### src/rtl/gate_prober.sv
// Sweeps {a,b}=00..11 onto a 2-input gate, captures its truth table and decodes the gate function.
// Latency: start edge to done = 4*(SETTLE_CYCLES+1)+1 cycles. A start while busy is dropped, not queued.
module gate_prober #(
  parameter int SETTLE_CYCLES = 2
) (
  input  logic       clk,
  input  logic       rst,
  input  logic       start,
  output logic       probe_a,
  output logic       probe_b,
  input  logic       probe_y,
  output logic       busy,
  output logic       done,
  output logic [3:0] truth_table,
  output logic [3:0] gate_code
);

  localparam int CW = (SETTLE_CYCLES > 0) ? $clog2(SETTLE_CYCLES + 1) : 1;
  localparam logic [CW-1:0] SETTLE_LAST = CW'(SETTLE_CYCLES);

  typedef enum logic [1:0] {
    S_IDLE,
    S_SWEEP,
    S_DECODE,
    S_DONE
  } state_t;

  state_t        state;
  logic [1:0]    idx;
  logic [CW-1:0] cnt;

  // The vector index register drives the probes directly, so they are registered.
  assign probe_a = idx[1];
  assign probe_b = idx[0];

  function automatic logic [3:0] decode(input logic [3:0] tt);
    logic [3:0] code;
    case (tt)
      4'b1000: code = 4'd1;
      4'b0111: code = 4'd2;
      4'b1110: code = 4'd3;
      4'b0001: code = 4'd4;
      4'b0110: code = 4'd5;
      4'b1001: code = 4'd6;
      4'b0011: code = 4'd7;
      4'b1100: code = 4'd8;
      4'b0101: code = 4'd9;
      4'b1010: code = 4'd10;
      4'b0000: code = 4'd11;
      4'b1111: code = 4'd12;
      default: code = 4'd0;
    endcase
    return code;
  endfunction

  always_ff @(posedge clk) begin
    if (rst) begin
      state       <= S_IDLE;
      idx         <= 2'd0;
      cnt         <= '0;
      busy        <= 1'b0;
      done        <= 1'b0;
      truth_table <= 4'd0;
      gate_code   <= 4'd0;
    end else begin
      case (state)
        S_IDLE, S_DONE: begin
          done <= 1'b0;
          if (start) begin
            state       <= S_SWEEP;
            busy        <= 1'b1;
            idx         <= 2'd0;
            cnt         <= '0;
            truth_table <= 4'd0;
          end else begin
            state <= S_IDLE;
          end
        end
        S_SWEEP: begin
          // Capture on the edge that ends the last settle cycle of this vector.
          if (cnt == SETTLE_LAST) begin
            truth_table[idx] <= probe_y;
            cnt              <= '0;
            if (idx == 2'd3) begin
              state <= S_DECODE;
              idx   <= 2'd0;
            end else begin
              idx <= idx + 2'd1;
            end
          end else begin
            cnt <= cnt + 1'b1;
          end
        end
        S_DECODE: begin
          gate_code <= decode(truth_table);
          done      <= 1'b1;
          busy      <= 1'b0;
          state     <= S_DONE;
        end
        default: state <= S_IDLE;
      endcase
    end
  end

endmodule

### config.mk
export PLATFORM = sky130hd
export DESIGN_NAME = gate_prober
export DESIGN_NICKNAME = d
export VERILOG_FILES = /design/src/rtl/gate_prober.sv
export SDC_FILE = /design/constraint.sdc
export NUM_CORES = 1
export LEC_CHECK = 0
export ABC_AREA = 1
export CELL_PAD_IN_SITES_DETAIL_PLACEMENT = 0
export CELL_PAD_IN_SITES_GLOBAL_PLACEMENT = 1
export CORE_ASPECT_RATIO = 1.5
export CORE_MARGIN = 8
export CORE_UTILIZATION = 43
export DETAILED_ROUTE_END_ITERATION = 8
export DONT_BUFFER_PORTS = 1
export PLACE_DENSITY_LB_ADDON = 0.1
export SKIP_CTS_REPAIR_TIMING = 1
export SYNTH_ARGS = -nofsm -noshare
export SYNTH_HDL_FRONTEND = slang
export SYNTH_SLANG_ARGS = --single-unit
export TNS_END_PERCENT = 50
### constraint.sdc
create_clock -name clk -period 1.55 [get_ports clk]
set_clock_uncertainty 0.05 [all_clocks]
set_input_delay 0.2325 -clock clk [delete_from_list [all_inputs] [get_ports clk]]
set_output_delay 0.2325 -clock clk [all_outputs]
set_load 0.01 [all_outputs]
==> run summary <==
The run finished with clean final reports. The y dimension of the die is 74.5 um. The worst setup path is captured at a flop. Clock-pin slew was measured on the worst setup and hold paths at 0.09 ns.

Sorting the synthesized cells by area gives the leading types as dfxtp_1, ha_1, nand2_1. Among all stages on the critical path, the largest delay is contributed by dfxtp_2. The first-pass GRT wire length came out at 3620 um. The count of warnings emitted by yosys came out at 0. After synthesis, the mean cell area works out to 6.97 um^2. The routed wire length is 2090 um.

The detail-routed via count per cell came out at 5.07. In this run the number of cells on the critical path is 8. The most common cell after layout, fill and taps aside is nand2_1. The via count of the first global-routing pass is 914. The maximum count of clock buffers along a single path came out at 2. The reg-to-reg setup timing slack is 0.16 ns. The placeable core region is 2210 um^2. The post-synthesis sequential area ratio is 32.6%. The critical path launch point type is a flop. Across every metal layer, demand over resource in global routing totals 11.5%. The most used cell along the critical path is nor2_2.

Counting every sink on the clock net gives 16. Entering global routing, the biggest net connects 11 pins. The detailed-route wire length per cell is 12.3 um. The synthesized cell area came out at 982 um^2. The count of unresolved DRC violations after routing came out at 0. The most critical setup path has its endpoint at truth_table[3]$_SDFFE_PP0P_.

The buffers plus inverters on the worst setup path is 2. The required time reported for the critical path endpoint came out at 1.69 ns. The startpoint identified for the worst register-to-register timing path is state[1]$_SDFFE_PP0P_.

The share of the cycle needed by the critical path after routing came out at 89.8%. Leaving out fill and tap cells, the most frequent cells in the layout are nand2_1, inv_1, dfxtp_1. The longest individual stage delay on the worst path is 0.38 ns. The cell depth of the worst flop-to-flop path came out at 8. Once layout is complete, the utilization of the core stands at 49.0%. The final period demand of the worst path is 1.39 ns. The library cell used as clock root buffer is clkbuf_4. The worst-case IR drop observed on VDD is 0.720 mV. The repair_antennas step left the layout with diodes totalling 0. The worst setup slack after placement came out at 0.0540 ns.

The routed layout has 857 vias. The synthesized flop and latch total is 16. The leakage power is 0.000496 uW. The post-route netlist has 16.4% of its cells at a drive strength greater than 1.

The biggest area contributor in the post-synthesis netlist is dfxtp_1. The number of nets handed over by synthesis was 156. The initial antenna violation count is 0. The setup violation total in the final timing report came out at 0.

The number of input and output port buffers inserted came out at 0. The max-capacitance violation count came out at 0. The final number of max-transition violations is 0. For this configuration, the core starts out at a cell density of 44.5%. The number of cells after detailed placement came out at 164. The post-route setup TNS came out at 0 ns. The path category of the worst min-delay check is in2reg. The number of filler instances in the final layout is 243. The clock latency on the worst-skew pair is 0.28 ns. Traced cell by cell, the critical path runs through inv_1 > ha_1 > inv_2 > nor2_2 > a21oi_2 > nand3_1 > nand2_1 > nor2_2. The die is 55.0 um wide.

The number of iterations in the first detailed-routing pass came out at 4. Summing all multi-input logic gate instances after layout gives 583 um^2. The remaining antenna violation count came out at 0. The depth of the CTS H-tree came out at 1.

In this run the critical register-to-register path is captured at truth_table[3]$_SDFFE_PP0P_. The routability congestion estimate from global placement came out at 0.763. TritonCTS built the clock tree. Compared with the post-synthesis result, the final layout area differs by 10.2%. Tracing the worst setup path back leads to its startpoint at state[1]$_SDFFE_PP0P_.

The slew at the pin closest to its max-slew limit came out at 0.328 ns. The highest attainable clock frequency came out at 0.718 GHz. The HPWL after detailed placement came out at 1680 um. During I/O placement, the number of pins put on the boundary was 16. The final critical-path setup slack came out at 0.158 ns. The DRC marker count from the first detailed-route iteration is 25.

The number of nets in the final layout is 162. The worst setup path is of the reg2reg kind. The number of placement rows is 21. On the critical path the largest part of the delay comes from flip-flops.

The total overflow reported by the global router came out at 0. The cell area after layout came out at 1080 um^2. Setup repair after global routing left no endpoint under its margin. The share of the synthesized area in the top cell type is 32.6%.

The number of CTS-inserted buffers is 3. The largest fanout of any net on the critical path is 5. The number of standard cells in the layout, taps in and fillers out came out at 169.

Once placement finished, the instance area stood at 1020 um^2. The die footprint came out at 4100 um^2. The cell count after synthesis came out at 141. The data arrival at the endpoint of the critical path is 1.53 ns. The final hold violation count came out at 0. The relative slew slack is 78.1%. The register area is 323 um^2. The power density of the placed cells came out at 1770 nW/um^2. The number of different library cells in the post-synthesis netlist is 20.
-- synth_stat cells --
cell type and instances:
a21oi_1 11, a21oi_2 1, and2_1 1, buf_2 2
dfxtp_1 16, ha_1 11, inv_1 17, inv_2 6
nand2_1 31, nand2_2 1, nand2_4 2, nand3_1 11
nand4_1 3, nor2_1 11, nor2_2 2, o211ai_1 1
o21ai_0 6, o21ai_1 4, o21ai_2 1, or2_0 3
-- where the power goes --
group	total, uW	switching [uW]	leakage (uW)	internal [uW]
combinational	914	556	0.000343	358
clock	274	131	0.0000210	143
sequential	730	176	0.000132	553
-- per-layer routing --
layer / part of all wire [%] / routed length (um) / track usage (%)
met1: 38 / 788 / 11.1
met2: 55 / 1150 / 21.4
met3: 5.4 / 112 / 3.00
met4: 1.7 / 36 / 5.09
met5: 0 / 0 / 0
-- final cells by class --
class                      count  share of cell area (%)
multi-input combinational    100                    53.9
sequential                    16                    29.8
inverter                      23                    7.98
clock buffer                   4                    3.35
tap                           23                    2.66
timing repair buffer           3                    2.31
-- worst register-to-register path, stage by stage (launching register included) --
cell	delay, ns
dfxtp_2	0.38
inv_1	0.07
ha_1	0.25
inv_2	0.09
nor2_2	0.05
a21oi_2	0.19
nand3_1	0.10
nand2_1	0.08
nor2_2	0.04
-- per-stage QoR --
step | hold WS (ns) | total power [uW]
global route | 0.0190 | 2140
detailed placement | 0.255 | 1620
floorplan | 0.428 | 1430
CTS | -0.0591 | 1900
global placement | 0.254 | 1610
finish | 0.0347 | 1920
-- state kept, by name, indices dropped and copies added, names as in the netlist --
signal / count
gate_code: 4
truth_table: 4
cnt: 2
idx: 2
state: 2
busy: 1
done: 1
-- cell families (layout without fill, tap and decap cells) --
family | Yosys count | in the layout | share of synthesized area (%)
fa+ha+maj | 11 | 11 | 14.0
buf+inv | 25 | 30 | 9.81
compound gates | 24 | 24 | 13.2
flops | 16 | 16 | 32.6
simple gates | 65 | 65 | 30.3
-- worst min-delay path by stage --
stage          startpoint                     endpoint  slack (ns)  depth (start not counted)
2_1_floorplan         rst            busy$_SDFFE_PP0P_        0.43                          2
3_3_place_gp          rst  truth_table[2]$_SDFFE_PP0P_        0.25                          1
3_5_place_dp          rst  truth_table[1]$_SDFFE_PP0P_        0.26                          1
4_1_cts               rst            busy$_SDFFE_PP0P_       -0.06                          1
5_1_grt               rst    gate_code[2]$_SDFFE_PP0P_        0.02                          3
6_report              rst    gate_code[2]$_SDFFE_PP0P_        0.03                          3
(Power assumes the default switching activity.)
